**src/rtl/dds_pkg.sv**
```systemverilog
// Shared DDS wave-table constants and capture FSM state encoding.
package dds_pkg;

  localparam int unsigned WAVE_ADDR_W = 6;
  localparam int unsigned WAVE_DEPTH  = 1 << WAVE_ADDR_W;

  localparam logic [1:0] ST_IDLE      = 2'd0;
  localparam logic [1:0] ST_WAIT_TRIG = 2'd1;
  localparam logic [1:0] ST_CAPTURE   = 2'd2;
  localparam logic [1:0] ST_DONE      = 2'd3;

endpackage

```
**src/rtl/dds_capture_ram.sv**
```systemverilog
// DEPTH x 1 capture table: one synchronous write port, one registered read port.
module dds_capture_ram
  import dds_pkg::*;
#(
  parameter int unsigned ADDR_W = WAVE_ADDR_W
) (
  input  logic              clock,
  input  logic              reset,
  input  logic              we,
  input  logic [ADDR_W-1:0] wr_addr,
  input  logic              wr_data,
  input  logic [ADDR_W-1:0] rd_addr,
  output logic              rd_data
);

  localparam int unsigned DEPTH = 1 << ADDR_W;

  logic mem [DEPTH];

  // Contents are deliberately not reset so a partial capture survives a reset.
  always_ff @(posedge clock) begin
    if (we) begin
      mem[wr_addr] <= wr_data;
    end
  end

  // Same-address write and read in one cycle returns the old sample.
  always_ff @(posedge clock) begin
    if (reset) begin
      rd_data <= 1'b0;
    end else begin
      rd_data <= mem[rd_addr];
    end
  end

endmodule

```
**src/rtl/dds_wave_capture.sv**
```systemverilog
// Captures DEPTH consecutive DDS output samples after a rising-edge trigger.
// Optional wave period measurement is enabled by defining DDS_CAPTURE_PERIOD_EN.
module dds_wave_capture
  import dds_pkg::*;
#(
  parameter int unsigned ADDR_W   = WAVE_ADDR_W,
  parameter int unsigned PERIOD_W = 16
) (
  input  logic                clock,
  input  logic                reset,
  input  logic                wave_in,
  input  logic                arm,
  output logic                busy,
  output logic                done,
  input  logic [ADDR_W-1:0]   rd_addr,
  output logic                rd_data,
  output logic [PERIOD_W-1:0] period,
  output logic                period_valid
);

  localparam int unsigned       DEPTH = 1 << ADDR_W;
  localparam logic [ADDR_W-1:0] LAST  = ADDR_W'(DEPTH - 1);

  logic              wave_d;
  logic              rise;
  logic [1:0]        state;
  logic [1:0]        state_next;
  logic [ADDR_W-1:0] wr_ptr;
  logic [ADDR_W-1:0] wr_ptr_next;
  logic [ADDR_W-1:0] wr_addr;
  logic              we;
  logic              wr_data;

  assign rise = wave_in & ~wave_d;

  // wave_d resets high so a wave already high at reset release is not a rise.
  always_ff @(posedge clock) begin
    if (reset) begin
      wave_d <= 1'b1;
    end else begin
      wave_d <= wave_in;
    end
  end

  // State, write pointer and registered status decodes.
  always_ff @(posedge clock) begin
    if (reset) begin
      state  <= ST_IDLE;
      wr_ptr <= '0;
      busy   <= 1'b0;
      done   <= 1'b0;
    end else begin
      state  <= state_next;
      wr_ptr <= wr_ptr_next;
      busy   <= (state == ST_WAIT_TRIG) || (state == ST_CAPTURE);
      done   <= (state == ST_DONE);
    end
  end

  // Next state and table write control.
  always_comb begin
    state_next  = state;
    wr_ptr_next = wr_ptr;
    we          = 1'b0;
    wr_addr     = wr_ptr;
    wr_data     = wave_in;
    case (state)
      ST_IDLE: begin
        if (arm) begin
          state_next = ST_WAIT_TRIG;
        end
      end
      ST_WAIT_TRIG: begin
        if (rise) begin
          we          = 1'b1;
          wr_addr     = '0;
          wr_data     = 1'b1;
          wr_ptr_next = ADDR_W'(1);
          state_next  = ST_CAPTURE;
        end
      end
      ST_CAPTURE: begin
        we          = 1'b1;
        wr_ptr_next = wr_ptr + ADDR_W'(1);
        if (wr_ptr == LAST) begin
          state_next = ST_DONE;
        end
      end
      ST_DONE: begin
        if (arm) begin
          wr_ptr_next = '0;
          state_next  = ST_WAIT_TRIG;
        end
      end
      default: begin
        state_next = ST_IDLE;
      end
    endcase
  end

  dds_capture_ram #(
    .ADDR_W (ADDR_W)
  ) u_ram (
    .clock   (clock),
    .reset   (reset),
    .we      (we & ~reset),
    .wr_addr (wr_addr),
    .wr_data (wr_data),
    .rd_addr (rd_addr),
    .rd_data (rd_data)
  );

`ifdef DDS_CAPTURE_PERIOD_EN
  logic [PERIOD_W-1:0] cnt;
  logic                seen;

  // Free-running, saturating cycle counter restarted on every rise.
  always_ff @(posedge clock) begin
    if (reset) begin
      cnt          <= '0;
      seen         <= 1'b0;
      period       <= '0;
      period_valid <= 1'b0;
    end else begin
      period_valid <= 1'b0;
      if (rise) begin
        cnt  <= PERIOD_W'(1);
        seen <= 1'b1;
        if (seen) begin
          period       <= cnt;
          period_valid <= 1'b1;
        end
      end else if (cnt != {PERIOD_W{1'b1}}) begin
        cnt <= cnt + PERIOD_W'(1);
      end
    end
  end
`else
  assign period       = PERIOD_W'(0);
  assign period_valid = 1'b0;
`endif

endmodule
```
**config.mk**
```make
export PLATFORM = sky130hd
export DESIGN_NAME = dds_wave_capture
export DESIGN_NICKNAME = d
export VERILOG_FILES = /design/src/rtl/dds_pkg.sv /design/src/rtl/dds_capture_ram.sv /design/src/rtl/dds_wave_capture.sv
export SDC_FILE = /design/constraint.sdc
export NUM_CORES = 1
export LEC_CHECK = 0
export BUFFER_PORTS_ARGS = -buffer_cell sky130_fd_sc_hd__clkbuf_2
export CORE_ASPECT_RATIO = 0.7
export CORE_MARGIN = 2
export CORE_UTILIZATION = 54
export CTS_CLUSTER_DIAMETER = 100
export DETAILED_ROUTE_END_ITERATION = 7
export GPL_ROUTABILITY_DRIVEN = 0
export HOLD_SLACK_MARGIN = 0.03
export PLACE_DENSITY = 0.76
export SLEW_MARGIN = 5
export SYNTH_ARGS = -nofsm -noshare
export SYNTH_HDL_FRONTEND = slang
export SYNTH_SLANG_ARGS = --single-unit
```
**constraint.sdc**
```tcl
create_clock -name clock -period 1.95 [get_ports clock]
set_input_delay 0.0975 -clock clock [delete_from_list [all_inputs] [get_ports clock]]
set_output_delay 0.0975 -clock clock [all_outputs]
set_load 0.02 [all_outputs]
```
# After elaboration in Yosys (flattened, before gate mapping)

Memories as Yosys holds them, arrays and structs flattened. A register that Yosys moved wholly into a read port is not among the register bits.
Index checks and enable logic that the tools add are counted.

Register bits after elaboration: 11
Bits in writable memories: 64
Input port bits: 10
Logic and storage cells: 40
Memories kept: 1
Output and inout port bits: 20

Memory list:

| memory    | words | width | rd ports | clocked after Yosys merged registers in | wr ports | line                  | source |
|---|---|---|---|---|---|---|---|
| u_ram.mem | 64    | 1     | 1        | 1                                       | 1        | dds_capture_ram.sv:18 | `logic mem [DEPTH];` |

Mux-type cells: 15
Equal/unequal tests: 8
Reductions and logical operators: 6
Bitwise operators: 4
$add $sub $neg: 1

Operator list:

| operator                                            | number |
|---|---|
| two-way mux 6 bit                                   | 4 |
| case mux 6 bit (3 select lines)                     | 1 |
| adder 6 x 1 -> 6 bit, second input constant         | 1 |
| equality test 6 bit, second input constant          | 1 |
| two-way mux 2 bit                                   | 3 |
| case mux 2 bit (3 select lines)                     | 1 |
| AND reduction 3 bit                                 | 2 |
| two-way mux 1 bit                                   | 5 |
| equality test 2 bit, second input constant          | 2 |
| != test 2 x 1 -> 1 bit, second input constant       | 2 |
| != test 2 bit, second input constant                | 2 |
| nonzero test 3 bit                                  | 1 |
| AND 1 bit                                           | 2 |
| equality test 2 x 1 -> 1 bit, second input constant | 1 |
| logical NOT 2 bit                                   | 1 |
| inverter 1 bit                                      | 2 |
| case mux 1 bit (2 select lines)                     | 1 |
| OR reduction 2 bit                                  | 1 |
| logical OR 1 bit                                    | 1 |

# Longest topological paths before layout

Gate-level depths: netlist of run 1.

Word-level depth: 7
Mapped depth: 7
Mapped depth without buffers: 6

# Cells and area by module

A second synthesis of run 1 with hierarchy kept.

Cell total of the unflattened synthesis: 298
Area total of the unflattened synthesis: 3712.3 um^2

Modules (own cells, without submodules):

| module           | area an instance (um^2) | cells an instance | instances | sequential area each (um^2) |
|---|---|---|---|---|
| dds_capture_ram  | 2920.3                  | 204               | 1         | 1941.9 |
| dds_wave_capture | 792.0                   | 94                | 1         | 220.2 |

# Worst setup path after synthesis of run 1

Ideal clock, no wire load.

Path kind: flip-flop to flip-flop
From: register state[0]
To: memory u_ram.mem[30], enable pin
Library setup time: 0.302 ns
Clock period less this slack: 2.118 ns
Arrival time: 1.816 ns
Stages on the path, launching flop included: 7
Path slack: -0.168 ns
Required time: 1.648 ns
Buffers on the path: 0
Cells stage by stage: dfxtp_1 -> inv_1 -> ha_1 -> or3b_2 -> nor3_1 -> nand3_1 -> nor2_1

Longest elaborated chain between the ends: 5
Elaborated cells between the ends (all ways): 7
Classes of those cells: 2 x eq/ne; 4 x mux; 1 x bitwise

RTL lines:

| what                                                                | line                    | source |
|---|---|---|
| start, declared                                                     | dds_wave_capture.sv:26  | `logic [1:0] state;` |
| start signal, assigned                                              | dds_wave_capture.sv:53  | `state <= state_next;` |
| equality test 2 bit or equality test 2 x 1 -> 1 bit (tied branches) | dds_wave_capture.sv:67  | `case (state)` |
| case mux 1 bit (2 select lines)                                     | dds_wave_capture.sv:67  |  |
| AND 1 bit                                                           | dds_wave_capture.sv:106 | `.we (we & ~reset),` |
| two-way mux 1 bit                                                   | dds_capture_ram.sv:22   | `if (we) begin` |
| two-way mux 1 bit (not written as such)                             | dds_capture_ram.sv:23   | `mem[wr_addr] <= wr_data;` |
| end, declared                                                       | dds_capture_ram.sv:18   |  |

Parallel ways exist; a longest one is shown, timed or not.

# Worst setup path in the final report of run 1

From: register state[0]
To: memory u_ram.mem[1], enable pin

The elaborated chain is that of the path after synthesis.

==> results.yml, run 1 <==
routing:
  firstDrtPassIters: 5
  ant_nets: 0
  wl_um: 7270
  first_iter_violations: 185
  wl_met1_um: 3450
  top_layer: "met4"
  met2_length_um: 3290
  wl_met3_um: 458
  drc: 0
  viasPerCell: 5.50
  vias: 2374
  wl_per_cell_um: 16.8
power:
  power.density_nw_per_um2: 933
  finalPower_mw: 3.94
  p_leak_nw: 1.42
  max-vdd-ir-drop_uv: 639
sta:
  timing.fmax_ghz: 0.509
  drv_slew: 0
  period_minus_slack_ns: 1.96
  final-setup-viol-count: 1
  worst_slack_ns: -0.0150
  tightest_slew_ns: 0.580
  finalHoldViolCount: 0
  whs_ns: 0.118
  rsz0062_at_grt: "true"
  fin_skew_ns: 0.0100
  finalCritPeriodShare_pct: 101
  max_slew_margin_pct: 61.4
clock_network:
  root_buffer: "clkbuf_8"
  clkTransAtPathRegs_ns: 0.08
  cts_buffers: 9
  cts_tree: "yes"
  postCtsSetupBuffers: 0
  cts.sinks: 76
  clock_path_buffers: 2
  htreeDepth: 3
  insertion_delay_ns: 0.35
synthesis:
  synth_edf_count: 64
  synth_most_common_cell: "nor2_1"
  ys.warnings.count: 0
  synth_common_cells: "76 x nor2_1, 64 x edfxtp_1, 17 x buf_4"
  synth.avg_cell_area_um2: 12.3
  ys_seq_area_share_pct: 59.2
  netlist.area_leader.share_pct: 52.6
  syn_inst: 297
  synthDistinctLibCells: 41
  syn_area_um2: 3650
  synth-main-ff-cell: "edfxtp_1"
  synth_area_leaders: "edfxtp_1 53%, nor2_1 7.8%, mux4_2 7.4%"
  ys_ff_latch: 76
  async_flop_share_pct: 0
  yosysTopAreaCell: "edfxtp_1"
placement:
  numPortBuffers: 12
  post-dp-hpwl_um: 5020
  detailedPlace.worstSlack_ns: -0.0685
worst_setup_path:
  crit_path_max_fanout: 6
  cp.arrival_ns: 2.02
  end_kind: "register"
  cp-start-kind: "register"
  slowest_delay_ns: 0.42
  crit_chain: "inv_1 -> ha_4 -> or3b_4 -> nor2_2 -> nand3_1 -> buf_4 -> nor2_1"
  reg2reg_slack_ns: -0.01
  cp.required_ns: 2.00
  cpMaxStageDelayCell: "or3b_4"
  path_class: "register to register"
floorplanning:
  ios: 30
  die_area_um2: 7450
  die_y_um: 72.8
  start_util_pct: 54.8
  coreArea_um2: 6660
  row_count: 25
  die_w_um: 102
run_status:
  violations: "setup timing"
  status: "finished, violations left"
global_route:
  gr-total-overflow: 0
  gr-usage-all-layers_pct: 21.7
  grt_pass1_vias: 2279
  antenna_found_initial: 0
  grt_max_degree: 66
  grt_pass1_wl_um: 11900
hold_path:
  min_path_type: "input pin to register"
finish:
  syn_to_final_growth_pct: 15.5
  n_antenna_cell: 0
  layout.nets: 347
  drive_gt1_share_pct: 26.6
run:
  cap_violations: 0
==> flip-flops by register name (all words and copies together), names as in the netlist <==
name,count
u_ram.rd_data,1
busy,1
u_ram.mem,64
wr_ptr,6
done,1
wave_d,1
state,2
==> cells in the final DEF, fill, tap and decap left out, types with 3 or more instances in the layout <==
master and count:
a21oi_1 5, buf_4 27, clkbuf_2 12, clkbuf_8 10
conb_1 17, dfxtp_1 10, edfxtp_1 64, ha_1 3
inv_1 3, mux2i_1 4, mux4_1 4, mux4_2 13
nand2_1 16, nand2b_1 3, nand3_1 9, nor2_1 71
nor2_2 5, nor2b_1 8, nor3_1 3, o21ai_0 4
==> path summary, 6_finish.rpt <==
kind                            startpoint  cells after the start           end
worst max-delay path              state[0]                      7  u_ram.mem[1]
worst min-delay path                   arm                      4      state[0]
worst max register to register    state[0]                      7  u_ram.mem[1]
worst min register to register   wr_ptr[1]                      2     wr_ptr[1]
==> critical path: cells and delay by family (launching register included) <==
| family | cells | cell delay (ns) |
|---|---|---|
| fa+ha+maj | 1 | 0.23 |
| buf+inv | 2 | 0.27 |
| flops | 1 | 0.33 |
| simple gates | 4 | 0.84 |
==> repair_timing <==
| item | CTS | global route |
|---|---|---|
| hold endpoints to repair | 0 | 0 |
| setup endpoints to repair | 46 | 62 |
| hold buffers | 0 | 0 |
| gates resized for setup | 6 | 8 |
| pin swaps | 0 | 2 |
==> power by group <==
part / switching, mW / total (mW) / internal (mW)
logic: 0.410 / 0.746 / 0.336
registers: 0.0500 / 1.85 / 1.80
clock network: 0.581 / 1.34 / 0.755
==> logic make-up after synthesis <==
kind of cell             count (synthesis)  synth area share [%]
AND/OR/NAND/NOR                        135                  16.7
flip-flops                              76                  59.2
buffers and inverters                   34                  5.52
AO/OA/AOI/OAI                           26                  4.97
multiplexers                            21                  12.1
adder cells (fa/ha/maj)                  4                  1.37
other                                    1                 0.103
==> final cells by class <==
| type | instances | area (um^2) |
|---|---|---|
| inverters | 3 | 11.3 |
| multi-input cells | 203 | 1420 |
| well taps | 94 | 118 |
| clock inverters | 6 | 86.3 |
| fillers | 522 | 2440 |
| clock buffers | 10 | 138 |
| repair buffers | 40 | 283 |
| flip-flops and latches | 76 | 2160 |
==> through the flow <==
stage               cells  utilization, %  cell area (um^2)   TNS, ns
detailed placement    416            59.3              3950    -0.756
global placement      416            59.3              3950         0
global route          432            63.3              4220     -2.11
finish                432            63.3              4220   -0.0150
floorplan             313               -              3740         0
CTS                   432            63.0              4200  -0.00429
==> metal layers <==
metal  vias to the layer above  GRT usage [%]
li1                       1113              -
met1                      1187           31.8
met2                        67           32.2
met3                         7           6.13
met4                         0           5.63
met5                         -              0
No activity file was read; power rests on OpenSTA's default activity.
==> run 2: changes to the inputs <==
--- a/config.mk
+++ b/config.mk
@@ -5,6 +5,7 @@
 export SDC_FILE = /design/constraint.sdc
 export NUM_CORES = 1
 export LEC_CHECK = 0
+export ABC_AREA = 1
 export BUFFER_PORTS_ARGS = -buffer_cell sky130_fd_sc_hd__clkbuf_2
 export CORE_ASPECT_RATIO = 0.7
 export CORE_MARGIN = 2
==> run 2 against run 1 <==
- the flow now finishes without violations
- combinational power increased by 25%
- sequential power about the same
- clock skew about the same
- worst hold slack improved by 0.0041 ns
- core utilization increased by 4.7 points
- critical path depth increased by 2
- power increased by 15%
- cell count increased by 25%
==> results.yml, run 2 <==
run_status:
  status: "completed"
routing:
  ant_nets: 0
  wl_per_cell_um: 16.6
  first_iter_violations: 326
  firstDrtPassIters: 5
  wl_um: 8960
  viasPerCell: 5.39
  drc: 0
  vias: 2909
placement:
  place_inst: 516
  numPortBuffers: 12
  detailedPlace.worstSlack_ns: -0.124
  post-dp-hpwl_um: 5430
worst_setup_path:
  path_class: "register to register"
  end_kind: "register"
  crit_path_max_fanout: 8
  cp.required_ns: 2.02
  crit_path_frequent_cell: "inv_2"
  cp.arrival_ns: 2.01
  crit_chain: "inv_2 -> ha_4 -> inv_2 -> or2_4 -> buf_6 -> clkinvlp_4 -> nor3_4 -> nand2_4 -> nor2_2"
  cp-start-kind: "register"
  slowest_delay_ns: 0.34
  cpMaxStageDelayCell: "dfxtp_2"
power:
  max-vdd-ir-drop_uv: 763
  seqPwrFrac_pct: 41.5
  intPower_mw: 3.31
  clockPowerShare_pct: 37.9
  net-switching-power_mw: 1.22
  power_frac_comb_pct: 20.6
  sw_frac_of_total_pct: 26.8
  power.density_nw_per_um2: 999
  p_leak_nw: 1.68
sta:
  rsz0062_at_grt: "true"
  tightest_slew_ns: 0.637
  drv_slew: 0
  period_minus_slack_ns: 1.93
  fin_skew_ns: 0.0102
  timing.fmax_ghz: 0.517
  finalCritPeriodShare_pct: 99.2
  worst_slack_ns: 0.0163
  final-setup-viol-count: 0
  finalHoldViolCount: 0
  whs_ns: 0.122
  max_slew_margin_pct: 57.5
clock_network:
  clock_path_buffers: 2
  insertion_delay_ns: 0.36
  cts_tree: "yes"
  root_buffer: "clkbuf_8"
  cts.sinks: 76
  cts_buffers: 9
  htreeDepth: 3
  clkTransAtPathRegs_ns: 0.08
hold_path:
  min_path_type: "input pin to register"
synthesis:
  yosysTopAreaCell: "edfxtp_1"
  syn_area_um2: 3660
  synth_edf_count: 64
  syn_inst: 401
  netlist.area_leader.share_pct: 52.5
  ys_ff_latch: 76
  async_flop_share_pct: 0
  ys_seq_area_share_pct: 59.1
  synth_area_leaders: "edfxtp_1 53%, nand2_1 9.8%, nand3_1 8.5%"
  synth_most_common_cell: "nand2_1"
  synthDistinctLibCells: 24
  synth-main-ff-cell: "edfxtp_1"
  synth_common_cells: "96 x nand2_1, 67 x nor2_1, 64 x edfxtp_1"
  synth.avg_cell_area_um2: 9.12
  ys.warnings.count: 0
finish:
  layout.cells.non_filler: 540
  layout.nets: 455
  drive_gt1_share_pct: 23.5
  top_register: "u_ram.mem"
  syn_to_final_growth_pct: 23.9
  top_regs: "u_ram.mem (64), wr_ptr (6), state (2)"
  fillers: 524
  fin_util_pct: 68.0
  n_antenna_cell: 0
  largest_reg_flops: 64
  layout_commonest_cell: "nand2_1"
  final_cell_mix: "90 x nand2_1, 64 x edfxtp_1, 62 x nand3_1, 42 x nor2_1, 23 x inv_1"
floorplanning:
  die_area_um2: 7460
  row_count: 25
  ios: 30
  die_w_um: 102
  coreArea_um2: 6660
  start_util_pct: 54.9
  die_y_um: 72.9
global_route:
  antenna_found_initial: 0
  gr-total-overflow: 0
  gr-usage-all-layers_pct: 25.7
  grt_pass1_vias: 2803
  grt_max_degree: 65
  grt_pass1_wl_um: 14000
run:
  cap_violations: 0
[run 2: cell count changes in the layout (fill, tap and decap cells not counted), sizes merged, moves of 3 or more]
cell and change:
nand2 +80, nand3 +51, nor2 -8, mux4 -17, inv +24, bufinv +3, nor2b -9, dlygate4sd3 +4
nand4 +7, mux2i -4, a22oi -3, nand2b -3
[run 2: layout make-up]
type                            instances  area (um^2)  share of cell area (%)
Timing Repair Buffer                   43          337                    7.43
Clock buffer                           10          128                    2.82
Inverter                               28          109                    2.40
Multi-Input combinational cell        283         1520                    33.4
Tap cell                               94          118                    2.60
Clock inverter                          6          159                    3.51
Sequential cell                        76         2170                    47.8
[run 2: worst max-delay path: cells and delay by family, from the launching register on]
family,cells,cell delay [ns]
adder cells (fa/ha/maj),1,0.15
AND/OR/NAND/NOR,4,0.83
buffers and inverters,4,0.36
flip-flops,1,0.34
[run 2: per-stage QoR]
step	instance area, um^2	setup TNS [ns]	total power [mW]
after detailed placement	3890	-4.46	2.63
final	4530	0	4.53
after CTS	4270	0	4.41
after global placement	3890	0	2.60
after global routing	4530	-0.636	4.70
after floorplan	3720	0	2.38
[run 2: layer usage]
layer  part of all wire [%]  up-vias  global-route usage [%]
li1                       -     1399                       -
met1                     43     1372                    35.4
met2                     47      123                    40.9
met3                    8.1       15                    7.28
met4                    1.8        0                    6.52
met5                      0        -                       0
[run 2: final timing paths]
kind | to | depth (start not counted) | slack [ns] | start
setup / recovery | u_ram.mem[28] | 9 | 0.02 | state[1]
hold / removal | state[1] | 4 | 0.12 | arm
setup reg to reg | u_ram.mem[28] | 9 | 0.02 | state[1]
hold reg to reg | wr_ptr[1] | 2 | 0.53 | wr_ptr[1]
[run 2: logic make-up (layout without fill, tap and decap cells)]
| logic type | Yosys count | in the layout | share of synthesized area (%) |
|---|---|---|---|
| and+or+nand+nor | 243 | 243 | 28.3 |
| DFF | 76 | 76 | 59.1 |
| buffers and inverters | 59 | 87 | 8.00 |
| AOI/OAI and AO/OA | 18 | 19 | 3.11 |
| adders and majority gates | 4 | 4 | 1.37 |
| other | 1 | 17 | 0.103 |
[run 2: power groups by stage]
stage,Clock [mW],Sequential [mW],Combinational [mW]
2_1_floorplan,0,1.90,0.473
3_3_place_gp,0,1.89,0.711
3_5_place_dp,0,1.90,0.735
4_1_cts,1.73,1.86,0.816
5_1_grt,1.79,1.89,1.02
6_report,1.71,1.88,0.933
[run 2: timing repair]
action / CTS / global route
endpoints found under the hold margin: 3 / 0
endpoints found under the setup margin: 63 / 67
hold buffers: 4 / 0
setup buffers: 0 / 3
gates resized for setup: 12 / 67
cloned: 1 / 0
pin swaps: 0 / 17
